==> src/rtl/vga_timing_pkg.sv <==
// Shared raster constants and helpers for the VGA timing path.
package vga_timing_pkg;

    localparam int unsigned COORD_W     = 10;
    localparam int unsigned COORD_LIMIT = 1 << COORD_W;

    localparam int unsigned DEF_H_VISIBLE = 640;
    localparam int unsigned DEF_H_FRONT   = 16;
    localparam int unsigned DEF_H_SYNC    = 96;
    localparam int unsigned DEF_H_BACK    = 48;

    localparam int unsigned DEF_V_VISIBLE = 480;
    localparam int unsigned DEF_V_FRONT   = 10;
    localparam int unsigned DEF_V_SYNC    = 2;
    localparam int unsigned DEF_V_BACK    = 33;

    function automatic int unsigned h_total(input int unsigned visible, input int unsigned front,
                                            input int unsigned sync, input int unsigned back);
        return visible + front + sync + back;
    endfunction

    function automatic int unsigned v_total(input int unsigned visible, input int unsigned front,
                                            input int unsigned sync, input int unsigned back);
        return visible + front + sync + back;
    endfunction

endpackage

==> src/rtl/vga_axis_counter.sv <==
// Wrapping raster-axis counter with a terminal-count flag and its next value.
module vga_axis_counter
    import vga_timing_pkg::*;
#(
    parameter int unsigned MAX = 800
) (
    input  logic               clk_25,
    input  logic               rst,
    input  logic               en,
    output logic [COORD_W-1:0] count,
    output logic [COORD_W-1:0] count_next,
    output logic               tc
);

    localparam logic [COORD_W-1:0] LAST = COORD_W'(MAX - 1);

    // Terminal count and the value the counter takes at the next edge.
    always_comb begin
        tc         = (count == LAST);
        count_next = count;
        if (en) begin
            count_next = tc ? '0 : count + 1'b1;
        end
    end

    // Counter register.
    always_ff @(posedge clk_25) begin
        if (rst) begin
            count <= '0;
        end else begin
            count <= count_next;
        end
    end

endmodule

==> src/rtl/vga_timing_gen.sv <==
// Raster timing generator: counters, sync pulses, display enable and markers.
module vga_timing_gen
    import vga_timing_pkg::*;
#(
    parameter int unsigned H_VISIBLE   = DEF_H_VISIBLE,
    parameter int unsigned H_FRONT     = DEF_H_FRONT,
    parameter int unsigned H_SYNC      = DEF_H_SYNC,
    parameter int unsigned H_BACK      = DEF_H_BACK,
    parameter int unsigned V_VISIBLE   = DEF_V_VISIBLE,
    parameter int unsigned V_FRONT     = DEF_V_FRONT,
    parameter int unsigned V_SYNC      = DEF_V_SYNC,
    parameter int unsigned V_BACK      = DEF_V_BACK,
    parameter logic        SYNC_ACTIVE = 1'b0
) (
    input  logic               clk_25,
    input  logic               rst,
    output logic [COORD_W-1:0] counter_x,
    output logic [COORD_W-1:0] counter_y,
    output logic               hsync_out,
    output logic               vsync_out,
    output logic               in_display_area,
    output logic               line_start,
    output logic               frame_start,
    output logic [7:0]         frame_count
);

    localparam int unsigned H_TOTAL = h_total(H_VISIBLE, H_FRONT, H_SYNC, H_BACK);
    localparam int unsigned V_TOTAL = v_total(V_VISIBLE, V_FRONT, V_SYNC, V_BACK);

    if (H_TOTAL > COORD_LIMIT) begin : g_bad_h_total
        $error("vga_timing_gen: H_TOTAL exceeds coordinate range");
    end
    if (V_TOTAL > COORD_LIMIT) begin : g_bad_v_total
        $error("vga_timing_gen: V_TOTAL exceeds coordinate range");
    end

    localparam logic [COORD_W-1:0] H_VIS    = COORD_W'(H_VISIBLE);
    localparam logic [COORD_W-1:0] V_VIS    = COORD_W'(V_VISIBLE);
    localparam logic [COORD_W-1:0] HS_FIRST = COORD_W'(H_VISIBLE + H_FRONT);
    localparam logic [COORD_W-1:0] HS_LAST  = COORD_W'(H_VISIBLE + H_FRONT + H_SYNC - 1);
    localparam logic [COORD_W-1:0] VS_FIRST = COORD_W'(V_VISIBLE + V_FRONT);
    localparam logic [COORD_W-1:0] VS_LAST  = COORD_W'(V_VISIBLE + V_FRONT + V_SYNC - 1);

    logic [COORD_W-1:0] x_next;
    logic [COORD_W-1:0] y_next;
    logic               x_tc;
    logic               y_tc;
    logic               frame_wrap;

    vga_axis_counter #(
        .MAX (H_TOTAL)
    ) u_x_counter (
        .clk_25     (clk_25),
        .rst        (rst),
        .en         (1'b1),
        .count      (counter_x),
        .count_next (x_next),
        .tc         (x_tc)
    );

    vga_axis_counter #(
        .MAX (V_TOTAL)
    ) u_y_counter (
        .clk_25     (clk_25),
        .rst        (rst),
        .en         (x_tc),
        .count      (counter_y),
        .count_next (y_next),
        .tc         (y_tc)
    );

    assign frame_wrap = x_tc & y_tc;

    // Decode from the next counter values so every registered output lines up with counter_x/counter_y.
    always_ff @(posedge clk_25) begin
        if (rst) begin
            frame_count     <= '0;
            hsync_out       <= ~SYNC_ACTIVE;
            vsync_out       <= ~SYNC_ACTIVE;
            in_display_area <= 1'b1;
            line_start      <= 1'b0;
            frame_start     <= 1'b0;
        end else begin
            frame_count     <= frame_count + {7'd0, frame_wrap};
            hsync_out       <= (x_next >= HS_FIRST && x_next <= HS_LAST) ? SYNC_ACTIVE : ~SYNC_ACTIVE;
            vsync_out       <= (y_next >= VS_FIRST && y_next <= VS_LAST) ? SYNC_ACTIVE : ~SYNC_ACTIVE;
            in_display_area <= (x_next < H_VIS) && (y_next < V_VIS);
            line_start      <= (x_next == '0);
            frame_start     <= (x_next == '0) && (y_next == '0);
        end
    end

endmodule

==> config.mk <==
export PLATFORM = sky130hd
export DESIGN_NAME = vga_timing_gen
export DESIGN_NICKNAME = d
export VERILOG_FILES = /design/src/rtl/vga_timing_pkg.sv /design/src/rtl/vga_axis_counter.sv /design/src/rtl/vga_timing_gen.sv
export SDC_FILE = /design/constraint.sdc
export NUM_CORES = 1
export LEC_CHECK = 0
export BUFFER_PORTS_ARGS = -buffer_cell sky130_fd_sc_hd__buf_2
export CAP_MARGIN = 25
export CORE_ASPECT_RATIO = 0.5
export CORE_MARGIN = 10
export CORE_UTILIZATION = 54
export DETAILED_ROUTE_END_ITERATION = 8
export PLACE_DENSITY = 0.79
export SYNTH_ARGS = -nofsm -noshare
export SYNTH_HDL_FRONTEND = slang
export SYNTH_SLANG_ARGS = --single-unit
==> constraint.sdc <==
create_clock -name clk_25 -period 2.49 [get_ports clk_25]
set_input_delay 0.3735 -clock clk_25 [delete_from_list [all_inputs] [get_ports clk_25]]
set_output_delay 0.3735 -clock clk_25 [all_outputs]
set_load 0.1 [all_outputs]
==> qor.yml <==
outcome:
  outcome: "completed"
die:
  die_area_um2: 5971
  initial_core_util: 0.5665
  die_x_um: 99.74
  coreArea_um2: 3030
  fp-row-count: 14
  io_pins: 35
  die_h_um: 59.87
synth:
  netlist_instances: 199
  yosysUniqueCellTypes: 44
  synth_top_area_frac: 0.3848
  synth_simple_gate_area_frac: 0.2813
  synth_edf_count: 0
  synth_xor_area_frac: 0.1173
  syn_nets: 207
  yosys_register_bits: 33
  synth_compound_area_frac: 0.1137
  syn_area_um2: 1717
  async_reset_ff_frac: 0
  synthMuxAreaShare: 0.01166
  synthFlopType: "dfxtp_1"
  synth.area.top_cells: "dfxtp_1 38%, xor2_1 6.6%, xnor2_1 5.1%"
  ys_seq_area_frac: 0.3848
  synthAdderAreaFrac: 0.04373
  syn_area_per_cell_um2: 8.626
  synth_top_family_by_area: "simple AND/OR/NAND/NOR gates"
  synth.yosys.warnings: 0
  synth_area_leader_cell: "dfxtp_1"
clock_tree:
  cts_tree: "done"
  path_clk_slew_ns: 0.07
  cts-root-buf: "clkbuf_8"
  clock_latency_ns: 0.28
  cts_max_path_buffers: 2
  cts-buffers-inserted: 5
  htreeDepth: 2
  cts.sinks: 33
  cts_hold_buf: 0
  ctsResizeCount: 0
global_routing:
  grt_pass1_wl_um: 7093
  track_usage: 0.1478
  antenna_found_initial: 0
  grt_max_degree: 31
  first_global_vias: 1484
  overflow: 0
setup_path:
  max_stage_delay_ns: 0.43
  reg2reg_from: "u_x_counter.count[5]$_SDFF_PP0_"
  slowest_stage: "or3b_4"
  reg2reg_to: "frame_count[5]$_SDFF_PP0_"
  crit_arrival_ns: 2.37
  worstPathCellList: "or3b_4 -> or3_1 -> nor2_1 -> ha_1 -> and3_1 -> nand3_1 -> xor2_1 -> nor2_1"
  required_ns: 2.64
  r2r_cells: 8
  worstSetupStartpointType: "register"
  crit_path_frequent_cell: "nor2_1"
  cp-end-kind: "register"
  crit_type: "reg -> reg"
  crit_path_max_fanout: 11
  r2r_setup_slack_ns: 0.27
routing:
  routed_wl_um: 4277
  wl_met1_um: 1928
  via_per_inst: 5.673
  drt_pass1_iterations: 4
  drt_drc_violations_left: 0
  wl_per_cell_um: 15.55
  dr_wl_met3_um: 279
  drt_iter0_drc: 74
  met2WireLength_um: 2003
  vias: 1560
  ant_nets: 0
  highest_layer: "met4"
power_and_ir_drop:
  totalPowerFinal_mw: 0.9769
  p_per_area_nw_per_um2: 481.3
  ir_worst_vdd_uv: 315.5
  power_leakage_nw: 0.8208
min_path:
  min_path_type: "reg -> reg"
  hold-path-cell-count: 1
  worstHoldStart: "u_x_counter.count[0]$_SDFF_PP0_"
  min_to: "u_x_counter.count[0]$_SDFF_PP0_"
timing:
  hold_viol: 0
  fmaxAchievable_ghz: 0.4504
  max-slew-margin-rel: 0.6227
  drv_slew: 0
  final.setup.tns_ns: 0
  grt_setup_unrepaired: "no"
  min_period_over_period: 0.8917
  hold_slack_ns: 0.4761
  setup_viol: 0
  worst_pin_slew_ns: 0.5659
  setup_ws_ns: 0.2696
  clock_skew_ns: 0.005837
  min_period_ns: 2.220
placement:
  dp_hpwl_um: 3076
  port_buffers: 34
  place.gp.congestion: 0.8395
  dpl.cell_count: 266
  pre_cts_slack_ns: 0.2219
cells_and_area:
  drive_gt1_frac: 0.2766
  nNetsFinal: 242
  finalNonFillerCells: 275
  areaGrowthSynthToFinish_pct: 18.22
  nFillCells: 258
  antennaDiodeCount: 0
run:
  drv_cap: 0
-- cells in the mapped netlist, types with 4 or more instances --
cell type / instances
a31oi_1: 4
dfxtp_1: 33
inv_1: 4
xnor2_1: 10
nor2_1: 23
nor3_1: 7
nand3_1: 15
nand2_1: 17
a21oi_1: 7
nor2b_1: 4
ha_1: 6
clkbuf_1: 7
xor2_1: 13
-- cell type report --
cell class	count	area, um2	share of cell area
clock buffers	6	72.57	0.03576
inverters	4	15.01	0.007398
repair buffers	40	215.2	0.1060
multi-input cells	150	974.7	0.4803
flip-flops and latches	33	691.9	0.3409
clock inverters	2	10.01	0.004932
well taps	40	50.05	0.02466
-- through the flow --
step | cell area (um2) | util
floorplan | 1748 | -
detailed placement | 1939 | 0.6400
global route | 2029 | 0.6697
finish | 2029 | 0.6697
CTS | 2022 | 0.6672
global placement | 1939 | 0.6400
-- cells in the final DEF (no fill, tap or decap), types with 7 or more instances in the layout --
master / instances
a21oi_1: 7
buf_2: 34
xor2_1: 13
nor2_1: 23
nand3_1: 15
dfxtp_1: 20
nor3_1: 7
xnor2_1: 10
dfxtp_2: 7
nand2_1: 17
-- worst max-delay path, delay by kind of cell, from the launching register on --
family | cells | cell delay [ns]
AND/OR/NAND/NOR | 6 | 1.37
XOR/XNOR | 1 | 0.15
adder cells (fa/ha/maj) | 1 | 0.19
flip-flops | 1 | 0.39
-- metal layers --
layer,GRT usage,vias up
met2,0.2411,49
met4,0.05477,0
li1,-,771
met1,0.1767,731
met5,0,-
met3,0.05293,9
-- flip-flops by register name (all words and copies together), names as in the netlist --
name	flops
u_x_counter.count	10
u_y_counter.count	10
frame_count	8
frame_start	1
hsync_out	1
in_display_area	1
line_start	1
vsync_out	1
-- repair_timing --
action	4_1_cts	5_1_grt
buffers inserted	0	1
setup endpoints to repair	0	1
endpoints found under the hold margin	0	0
-- how the worst max path moves through the flow --
stage | startpoint | end | slack [ns] | cells past startpoint
finish | u_x_counter.count[5]$_SDFF_PP0_ | frame_count[5]$_SDFF_PP0_ | 0.27 | 8
global route | u_x_counter.count[5]$_SDFF_PP0_ | frame_count[7]$_SDFF_PP0_ | 0.11 | 8
CTS | u_x_counter.count[0]$_SDFF_PP0_ | frame_count[5]$_SDFF_PP0_ | 0.21 | 9
detailed placement | u_x_counter.count[0]$_SDFF_PP0_ | frame_start$_SDFF_PP0_ | 0.22 | 8
global placement | u_x_counter.count[0]$_SDFF_PP0_ | frame_count[7]$_SDFF_PP0_ | 0.27 | 9
floorplan | u_y_counter.count[5]$_SDFF_PP0_ | frame_start$_SDFF_PP0_ | 0.002 | 7
-- power by group --
group	internal (mW)	total (mW)	switching [mW]
clock	0.194	0.387	0.194
sequential	0.528	0.535	0.00712
combinational	0.00852	0.0545	0.0460
total	0.730	0.977	0.247
-- cell families (layout without fill, tap and decap cells) --
logic type,Yosys count,after routing
DFF,33,33
xor gates and xnor gates,23,23
and+or+nand+nor,90,90
buffers and inverters,16,52
muxes,2,2
AOI/OAI and AO/OA,29,29
adders and majority gates,6,6
No activity file was read; power rests on OpenSTA's default activity.
